### config.mk
export PLATFORM = sky130hd
export DESIGN_NAME = ace_snapshot_encoder
export DESIGN_NICKNAME = d
export VERILOG_FILES = /design/src/rtl/ace_pkg.sv /design/src/rtl/ace_rle_emitter.sv /design/src/rtl/ace_snapshot_encoder.sv
export SDC_FILE = /design/constraint.sdc
export NUM_CORES = 1
export LEC_CHECK = 0
export ABC_AREA = 1
export BUFFER_PORTS_ARGS = -buffer_cell sky130_fd_sc_hd__buf_2
export CAP_MARGIN = 30
export CORE_UTILIZATION = 40
export CTS_BUF_LIST = sky130_fd_sc_hd__clkbuf_4
export CTS_CLUSTER_SIZE = 20
export DETAILED_ROUTE_END_ITERATION = 10
export GPL_ROUTABILITY_DRIVEN = 0
export PLACE_DENSITY = 0.65
export SYNTH_ARGS = -nofsm -noshare
export SYNTH_HDL_FRONTEND = slang
export SYNTH_SLANG_ARGS = --single-unit
### constraint.sdc
create_clock -name clk_sys -period 1.6 [get_ports clk_sys]
set_input_delay 0.08 -clock clk_sys [delete_from_list [all_inputs] [get_ports clk_sys]]
set_output_delay 0.08 -clock clk_sys [all_outputs]
set_load 0.05 [all_outputs]
### src/rtl/ace_pkg.sv
// Shared Jupiter Ace constants and encoder state/mode codes.
// The snapshot loader uses the same escape byte and load base.
package ace_pkg;

  localparam logic [7:0]  ACE_ESC  = 8'hED;
  localparam logic [15:0] ACE_BASE = 16'h2000;

  typedef logic [2:0] ace_enc_state_t;
  localparam ace_enc_state_t ACE_ST_IDLE    = 3'd0;
  localparam ace_enc_state_t ACE_ST_FETCH   = 3'd1;
  localparam ace_enc_state_t ACE_ST_CAPTURE = 3'd2;
  localparam ace_enc_state_t ACE_ST_ACCUM   = 3'd3;
  localparam ace_enc_state_t ACE_ST_FLUSH   = 3'd4;
  localparam ace_enc_state_t ACE_ST_TERM    = 3'd5;

  typedef logic [1:0] ace_emit_mode_t;
  localparam ace_emit_mode_t ACE_EMIT_LIT  = 2'd0;
  localparam ace_emit_mode_t ACE_EMIT_ESC  = 2'd1;
  localparam ace_emit_mode_t ACE_EMIT_TERM = 2'd2;

endpackage

### src/rtl/ace_rle_emitter.sv
// Serialises one run (or the ED 00 terminator) into output bytes.
// The ack pulses when the last byte of the run has been accepted by the sink.
module ace_rle_emitter
  import ace_pkg::*;
#(
  parameter int MIN_RUN = 4
) (
  input  logic       clk_sys,
  input  logic       reset,
  input  logic       run_req,
  input  logic [7:0] run_val,
  input  logic [7:0] run_cnt,
  output logic       run_ack,
  input  logic       term_req,
  output logic       term_ack,
  output logic [7:0] out_data,
  output logic       out_valid,
  input  logic       out_ready,
  output logic       out_last
);

  localparam logic [7:0] MIN_RUN_B = 8'(MIN_RUN);

  ace_emit_mode_t mode;
  logic [7:0]     val_q;
  logic [7:0]     cnt_q;
  logic [7:0]     remain;
  logic           final_fire;

  assign final_fire = out_valid && out_ready && (remain == 8'd0);
  assign run_ack    = final_fire && (mode != ACE_EMIT_TERM);
  assign term_ack   = final_fire && (mode == ACE_EMIT_TERM);

  // remain counts bytes still to follow the one currently presented
  always_ff @(posedge clk_sys) begin
    if (reset) begin
      out_data  <= 8'h00;
      out_valid <= 1'b0;
      out_last  <= 1'b0;
      mode      <= ACE_EMIT_LIT;
      val_q     <= 8'h00;
      cnt_q     <= 8'h00;
      remain    <= 8'd0;
    end else if (out_valid) begin
      if (out_ready) begin
        if (remain == 8'd0) begin
          out_valid <= 1'b0;
          out_last  <= 1'b0;
        end else begin
          remain <= remain - 8'd1;
          case (mode)
            ACE_EMIT_TERM: begin
              out_data <= 8'h00;
              out_last <= 1'b1;
            end
            ACE_EMIT_ESC:  out_data <= (remain == 8'd2) ? cnt_q : val_q;
            default:       out_data <= val_q;
          endcase
        end
      end
    end else if (term_req) begin
      mode      <= ACE_EMIT_TERM;
      out_data  <= ACE_ESC;
      out_valid <= 1'b1;
      out_last  <= 1'b0;
      remain    <= 8'd1;
    end else if (run_req) begin
      val_q     <= run_val;
      cnt_q     <= run_cnt;
      out_valid <= 1'b1;
      out_last  <= 1'b0;
      // a raw ED must always be escaped so the loader never mistakes it
      if (run_val == ACE_ESC || run_cnt >= MIN_RUN_B) begin
        mode     <= ACE_EMIT_ESC;
        out_data <= ACE_ESC;
        remain   <= 8'd2;
      end else begin
        mode     <= ACE_EMIT_LIT;
        out_data <= run_val;
        remain   <= run_cnt - 8'd1;
      end
    end
  end

endmodule

### src/rtl/ace_snapshot_encoder.sv
// Reads Ace RAM from START_ADDR to end_addr and produces the RLE .ACE stream.
// Fetching pauses whenever the emitter is busy, so at most one byte is in flight.
module ace_snapshot_encoder
  import ace_pkg::*;
#(
  parameter int                ADDR_W     = 16,
  parameter logic [ADDR_W-1:0] START_ADDR = ADDR_W'(ACE_BASE),
  parameter int                MIN_RUN    = 4,
  parameter int                MAX_RUN    = 255
) (
  input  logic              clk_sys,
  input  logic              reset,
  input  logic              start,
  input  logic [ADDR_W-1:0] end_addr,
  output logic              busy,
  output logic              done,
  output logic              mem_rd,
  output logic [ADDR_W-1:0] mem_addr,
  input  logic [7:0]        mem_data,
  output logic [7:0]        out_data,
  output logic              out_valid,
  input  logic              out_ready,
  output logic              out_last
);

  localparam logic [7:0] MAX_RUN_B = 8'(MAX_RUN);

  ace_enc_state_t    state;
  logic [ADDR_W-1:0] addr;
  logic [ADDR_W-1:0] end_q;
  logic [7:0]        cur;
  logic [7:0]        run_val;
  logic [7:0]        run_cnt;
  logic              load_cur;
  logic              final_q;
  logic              is_last;
  logic              run_ack;
  logic              term_ack;

  assign mem_rd   = (state == ACE_ST_FETCH);
  assign mem_addr = addr;
  assign is_last  = (addr == end_q);

  always_ff @(posedge clk_sys) begin
    if (reset) begin
      state    <= ACE_ST_IDLE;
      addr     <= START_ADDR;
      end_q    <= START_ADDR;
      cur      <= 8'h00;
      run_val  <= 8'h00;
      run_cnt  <= 8'd0;
      load_cur <= 1'b0;
      final_q  <= 1'b0;
      busy     <= 1'b0;
      done     <= 1'b0;
    end else begin
      done <= 1'b0;
      case (state)
        ACE_ST_IDLE: begin
          if (start) begin
            end_q    <= end_addr;
            addr     <= START_ADDR;
            run_cnt  <= 8'd0;
            load_cur <= 1'b0;
            busy     <= 1'b1;
            state    <= (end_addr < START_ADDR) ? ACE_ST_TERM : ACE_ST_FETCH;
          end
        end
        ACE_ST_FETCH:   state <= ACE_ST_CAPTURE;
        ACE_ST_CAPTURE: begin
          cur   <= mem_data;
          state <= ACE_ST_ACCUM;
        end
        ACE_ST_ACCUM: begin
          final_q <= is_last;
          if (run_cnt != 8'd0 && !(cur == run_val && run_cnt < MAX_RUN_B)) begin
            load_cur <= 1'b1;
            state    <= ACE_ST_FLUSH;
          end else begin
            if (run_cnt != 8'd0) begin
              run_cnt <= run_cnt + 8'd1;
            end else begin
              run_val <= cur;
              run_cnt <= 8'd1;
            end
            if (is_last) begin
              state <= ACE_ST_FLUSH;
            end else begin
              addr  <= addr + 1'b1;
              state <= ACE_ST_FETCH;
            end
          end
        end
        // after flushing a broken run the pending byte starts the next one;
        // on the final address that new run is flushed too before the terminator
        ACE_ST_FLUSH: begin
          if (run_ack) begin
            if (load_cur) begin
              run_val  <= cur;
              run_cnt  <= 8'd1;
              load_cur <= 1'b0;
              if (!final_q) begin
                addr  <= addr + 1'b1;
                state <= ACE_ST_FETCH;
              end
            end else begin
              run_cnt <= 8'd0;
              state   <= ACE_ST_TERM;
            end
          end
        end
        ACE_ST_TERM: begin
          if (term_ack) begin
            busy  <= 1'b0;
            done  <= 1'b1;
            state <= ACE_ST_IDLE;
          end
        end
        default: state <= ACE_ST_IDLE;
      endcase
    end
  end

  ace_rle_emitter #(
    .MIN_RUN(MIN_RUN)
  ) u_emitter (
    .clk_sys  (clk_sys),
    .reset    (reset),
    .run_req  (state == ACE_ST_FLUSH),
    .run_val  (run_val),
    .run_cnt  (run_cnt),
    .run_ack  (run_ack),
    .term_req (state == ACE_ST_TERM),
    .term_ack (term_ack),
    .out_data (out_data),
    .out_valid(out_valid),
    .out_ready(out_ready),
    .out_last (out_last)
  );

endmodule

==> results.md, run 1 <==
- CTS tree: yes
- Routed via count: 6029
- Yosys warns: 0
- Clock Tree Buf Depth: 2
- Rows: 42
- RSZ-0062 raised after global routing: yes
- Cell accounting for the most synthesized area: dfxtp_1
- Setup ws final: -0.1455 ns
- NumNets Final: 1065
- Initial Utilization: 41.01%
- First-pass GRT wire length: 26.53 mm
- Final Util: 62.59%
- Most frequent cells in the layout: nand2_1 (152), buf_4 (125), inv_1 (90)
- Clk_lat worst skew: 0.48 ns
- Fmax: 572.9 MHz
- Worst endpoint data arrival time: 2.10 ns
- Synth top area share: 36.50%
- Post-synth EDFFs: 0
- Min-delay src: reset
- Synth Register Bits: 99
- Area after DPL: 6863 um2
- Number of global-route vias before repair: 5463
- Worst r2r src: u_emitter.remain[3]
- Largest cells by area after synthesis: dfxtp_1 (36%), nand2_1 (12%), inv_1 (7.1%)
- Cell area after layout: 8289 um2
- Fillers: 1159
- Hpwl dp: 10.56 mm
- P per Cell Area: 1029 nW/um2
- Total wire length: 16.71 mm
- H-tree depth: 3
- Post-synthesis cell count: 811
- Worst R2R End: mem_addr[13]
- Syn nets: 848
- Net Switching: 3.430 mW
- DP Worst Slack: -0.1594 ns
- Seq pwr share: 35.2%
- Drt via density: 4.987
- Final-report setup violation count: 50
- CP Max Fanout: 8
- Leakage: 3.768 nW
- VDD IR-drop max: 674.1 uV
- Finished Layout Cells: 1209
- Share of post-route cells with drive strength above 1: 40.66%
- Synthesis-to-layout area growth: 52.65%
- Largest net degree at the start of global routing: 33
- Post-Syn Area: 5430 um2
- Die width: 118.5 um
- Critical Path Source Type: register
- GRT Residual Overflow: 0
- Drt first pass iters: 5
- Inserted Clock Buffers: 9
- Pint: 5.099 mW
- DRC errors left: 0
- R2r setup slk: -0.15 ns
- Global Route Usage Sum: 23.51%
- Reg clk slew, reported paths: 0.16 ns
- Failing checks: setup timing
- Kind of critical path: register to register
- Max Slew Vio Count: 0
- Syn Area/Cell: 6.696 um2
- Root buf cell: clkbuf_4
- Io pins: 57
- Worst Setup End Kind: register
- Port-buffer cells: 56
- # diodes: 0
- WL per Instance: 13.82 um
- Maxcap violations: 0
- Clock network power share: 17.9%
- Core area: 13240 um2
- Slew HR: 73.66%
- Status: finished with violations
- Reg2Reg Depth: 11
- Sequential area share after synthesis: 36.50%
- Area of the die: 14050 um2
- Die Height: 118.5 um
- Slew @ Worst Pin: 0.3950 ns
- Clock tree sinks: 99
- Combinational group share of total power: 46.8%
- Initial antenna violation count: 0
- Final hold violation count: 0
- Cell variety after synth: 39
- Antenna violation net count after detailed routing: 0
- Detailed Route Iter0 Violations: 417
- Hold path cells: 4
- Switching Fraction: 40.21%
- HP Class: primary input to register
- Hold_ws: 0.08263 ns
- Most common cell after layout, fill and taps aside: nand2_1
- Placed insts: 1140
- Ys flop type: dfxtp_1
- Post-route clock period utilization: 109.1%
- CP Data Required Time: 1.95 ns
- Hold endpoint: run_cnt[3]
- Final Skew: 0.02133 ns
- Min Tclk post-route: 1.745 ns
- FFs w/ async S/R, synth: 0%
## cells in the mapped netlist, types with 4 or more instances
cell type	instances
o21ai_0	75
inv_2	7
nor2_1	81
nor2_4	4
o211ai_1	7
a21oi_1	77
nand3_1	54
clkbuf_1	18
buf_2	6
inv_1	103
a21oi_2	4
nor3_1	10
xnor2_1	7
ha_1	9
xor2_1	19
nand2_1	179
nand4_1	12
nand2_2	4
dfxtp_1	99
## worst max-delay path by stage
| stage | from | end | slack, ns | cells after the start |
|---|---|---|---|---|
| 2_1_floorplan | mem_addr[9] | mem_addr[0] | -0.05 | 14 |
| 3_3_place_gp | state[1] | mem_addr[11] | -0.21 | 8 |
| 3_5_place_dp | u_emitter.remain[5] | mem_addr[13] | -0.16 | 11 |
| 4_1_cts | u_emitter.remain[0] | mem_addr[6] | -0.08 | 12 |
| 5_1_grt | u_emitter.remain[3] | mem_addr[14] | -0.21 | 11 |
| 6_report | u_emitter.remain[3] | mem_addr[13] | -0.15 | 11 |
## layout make-up
cell class              instances  area, um2  share of cell area (%)
inverters                     112      436.7                   5.268
repair buffers                234       1912                   23.06
multi-input cells             571       3480                   41.98
repair inverters                1      7.507                 0.09057
well taps                     176      220.2                   2.657
flip-flops and latches         99       2077                   25.06
clock buffers                  10      75.07                  0.9057
clock inverters                 6      81.33                  0.9811
## critical path, stage by stage (launching register included)
cell     delay (ns)
dfxtp_1        0.41
nor2_4         0.17
nand2_4        0.09
nor2_8         0.11
nand3_4        0.07
nand2_4        0.09
nand3_4        0.10
nor2_4         0.16
buf_6          0.17
nand2_8        0.11
nand2_2        0.07
nand3_1        0.07
## per-layer routing
| metal | vias up | global-route usage (%) | wire [um] |
|---|---|---|---|
| li1 | 3055 | - | - |
| met1 | 2778 | 33.08 | 7980 |
| met2 | 171 | 37.10 | 7586 |
| met3 | 25 | 2.896 | 860 |
| met4 | 0 | 7.911 | 283 |
| met5 | - | 0 | 0 |
## power groups by stage
stage                     Sequential [mW]  Combinational (mW)  Clock [mW]
after floorplan                      3.17                1.77           0
after global placement               2.99                3.02           0
after detailed placement             3.00                3.06           0
after CTS                            2.98                3.62        1.56
after global routing                 3.05                4.33        1.67
final                                3.00                3.99        1.53
## cell families (layout without fill, tap and decap cells)
kind of cell	count (synthesis)	count (layout)	synth area share, %
buffers and inverters	142	363	10.67
xor gates and xnor gates	26	26	4.194
DFF	99	99	36.50
adders and majority gates	9	9	2.074
AOI/OAI and AO/OA	174	174	16.96
and+or+nand+nor	361	362	29.61
## repair_timing
| item | CTS | global route |
|---|---|---|
| pin swaps | 42 | 36 |
| hold buffers | 25 | 0 |
| buffers inserted | 12 | 12 |
| gates cloned | 5 | 3 |
| resized for setup | 104 | 124 |
| endpoints found under the setup margin | 52 | 70 |
| hold endpoints to repair | 25 | 0 |
## flip-flops by register name (all words and copies together), names as in the netlist, 2 cells and up
signal / count
u_emitter.remain: 8
mem_addr: 16
end_q: 16
run_cnt: 8
u_emitter.mode: 2
u_emitter.cnt_q: 8
state: 3
u_emitter.out_data: 8
u_emitter.val_q: 8
run_val: 8
cur: 8
## metrics by stage
stage               power (mW)  TNS (ns)
finish                   8.529    -4.391
CTS                      8.153    -1.988
global route             9.049    -9.202
global placement         6.016    -3.713
detailed placement       6.056    -2.747
floorplan                4.937   -0.3598
Power figures use the tool's default switching activity.
==> run 2, diff against run 1 <==
PLACE_DENSITY = 0.57   (was 0.65)
==> run 2 against run 1 <==
Against the previous run:
- the run still ends with setup timing left
- global-route usage decreased by 0.35 points
- hold slack gained 0.010 ns
- first-iteration DRC count fell by 16%
- register-to-register slack improved by 0.07 ns
- total power about the same
==> results.md, run 2 (synthesis results as in run 1) <==
- Final Skew: 0.02070 ns (-0.0006370 ns)
- Rows: 42 (unchanged)
- VDD IR-drop max: 638.7 uV (-5.2%)
- First-pass GRT wire length: 26.25 mm (-1.0%)
- Total wire length: 16.58 mm (-0.80%)
- CTS tree: yes
- Pint: 5.151 mW (+1.0%)
- NumNets Final: 1063 (-0.19%)
- Switching Fraction: 39.59% (-0.62 points)
- Hold endpoint: end_q[13]
- Number of global-route vias before repair: 5669 (+3.8%)
- Seq pwr share: 34.9% (-0.3 points)
- CP Max Fanout: 8 (unchanged)
- Net Switching: 3.375 mW (-1.6%)
- Total power: 8.526 mW (about the same)
- Min-delay src: reset
- Hold_ws: 0.09310 ns (+0.01047 ns)
- Detailed Route Iter0 Violations: 350 (-16%)
- Drt via density: 4.976 (-0.22%)
- Final-report setup violation count: 21 (-58%)
- Leakage: 3.746 nW (-0.58%)
- Slew HR: 72.68% (-0.99 points)
- RSZ-0062 raised after global routing: yes
- Kind of critical path: register to register
- Initial Utilization: 41.01% (unchanged)
- H-tree depth: 3 (unchanged)
- Status: finished with violations
- Antenna violation net count after detailed routing: 0 (unchanged)
- Inserted Clock Buffers: 9 (unchanged)
- Clock network power share: 18.0% (about the same)
- Hold path cells: 4 (unchanged)
- Reg2Reg Depth: 13 (+2)
- Maxcap violations: 0 (unchanged)
- Clk_lat worst skew: 0.48 ns (about the same)
- Fmax: 595.3 MHz (+3.9%)
- Reg clk slew, reported paths: 0.16 ns (about the same)
- Worst r2r src: run_cnt[0]
- Clock Tree Buf Depth: 2 (unchanged)
- Critical path's top delay family: simple AND/OR/NAND/NOR gates
- Crit path buf inv count: 3 (+2)
- Routed via count: 6011 (-0.30%)
- Synthesis-to-layout area growth: 49.06%
- Setup ws final: -0.07979 ns (+0.06569 ns)
- Most common cell after layout, fill and taps aside: nand2_1
- Final hold violation count: 0 (unchanged)
- Worst endpoint data arrival time: 2.09 ns (about the same)
- P per Cell Area: 1053 nW/um2 (+2.4%)
- Area of the die: 14050 um2 (unchanged)
- Worst R2R End: mem_addr[3]
- Drt first pass iters: 5 (unchanged)
- CP cell instances: ha_4, nand2_4, inv_4, nand3_4, nand3_4, nor2_4, nor2_4, nor2_4, buf_12, buf_12, nand2_8, nand2_1, a21oi_2
- CP Data Required Time: 2.01 ns (+0.06 ns)
- Combinational group share of total power: 47.1% (+0.3 points)
- Slew @ Worst Pin: 0.4098 ns (+0.01479 ns)
- DRC errors left: 0 (unchanged)
- HP Class: primary input to register
- Min Tclk post-route: 1.680 ns (-0.06569 ns)
- Crit-path most repeated cell: nor2_4
- Clock tree sinks: 99 (unchanged)
- Slowest-stage cell, CP: dfxtp_2
- Root buf cell: clkbuf_4
- WL per Instance: 13.72 um (-0.72%)
- GRT Residual Overflow: 0 (unchanged)
- Largest net degree at the start of global routing: 71 (+120%)
- R2r setup slk: -0.08 ns (+0.07 ns)
- Post-route clock period utilization: 105.0% (-4.1 points)
- Hpwl dp: 11.03 mm (+4.5%)
- Max Slew Vio Count: 0 (unchanged)
- Failing checks: setup timing
- Global Route Usage Sum: 23.17% (-0.35 points)
- Share of post-route cells with drive strength above 1: 38.60% (-2.1 points)
- Die Height: 118.5 um (unchanged)
- Crit-path max cell delay: 0.38 ns (-0.03 ns)
- Core area: 13240 um2 (unchanged)
- Initial antenna violation count: 1 (+1)
- Critical Path Source Type: register
- Die width: 118.5 um (unchanged)
- Most frequent cells in the layout: nand2_1 (160), buf_4 (133), inv_1 (87)
- Worst Setup End Kind: register
- Io pins: 57 (unchanged)
- Port-buffer cells: 56 (unchanged)
run 2: layout make-up:
class,instances,area (um2)
timing repair inverter,1,7.507
antenna,1,2.502
clock inverter,7,90.09
fill,1256,5149
timing repair buffer,232,1827
sequential,99,2082
multi-input combinational,571,3359
inverter,112,437.9
clock buffer,9,67.56
tap,176,220.2
run 2: worst max-delay path by stage:
stage	from	to	slack (ns)	cells past startpoint
after detailed placement	run_cnt[0]	mem_addr[2]	-0.21	11
after global placement	run_cnt[0]	mem_addr[3]	-0.18	11
after global routing	run_cnt[7]	mem_addr[4]	-0.17	12
final	run_cnt[0]	mem_addr[3]	-0.08	13
after floorplan	mem_addr[9]	mem_addr[0]	-0.05	14
after CTS	run_cnt[0]	mem_addr[2]	-0.07	12
run 2: what timing repair did:
item | 4_1_cts | 5_1_grt
setup buffers | 9 | 17
setup endpoints to repair | 42 | 71
pin swaps | 32 | 48
gates cloned | 2 | 2
hold endpoints to repair | 24 | 0
hold buffers | 24 | 0
resized for setup | 66 | 115
run 2: worst reg2reg max path: stages, from the launching register on:
cell	delay (ns)
dfxtp_2	0.38
ha_4	0.15
nand2_4	0.07
inv_4	0.07
nand3_4	0.08
nand3_4	0.10
nor2_4	0.04
nor2_4	0.09
nor2_4	0.05
buf_12	0.13
buf_12	0.13
nand2_8	0.09
nand2_1	0.08
a21oi_2	0.13
run 2: per-layer routing:
metal	vias to the layer above	GRT usage, %	share of wire [%]
li1	3050	-	-
met1	2772	31.08	47
met2	167	38.16	47
met3	22	3.137	4.6
met4	0	7.911	1.7
met5	-	0	0
run 2: power by group through the flow:
stage          clock network [mW]  registers (mW)  logic [mW]
6_report                     1.54            2.98        4.01
5_1_grt                      1.67            3.02        4.37
4_1_cts                      1.59            2.97        3.49
3_5_place_dp                    0            3.00        3.08
3_3_place_gp                    0            2.99        3.04
2_1_floorplan                   0            3.17        1.77
run 2: metrics by stage:
stage	cell area (um2)	setup TNS (ns)	cells	setup slack, ns	utilization (%)
global route	8094	-5.046	1208	-0.1746	61.12
CTS	7527	-1.026	1189	-0.07467	56.84
global placement	6823	-3.707	1138	-0.1773	51.52
floorplan	5505	-0.3598	811	-0.04629	-
detailed placement	6823	-4.454	1138	-0.2127	51.52
finish	8094	-1.022	1208	-0.07979	61.12
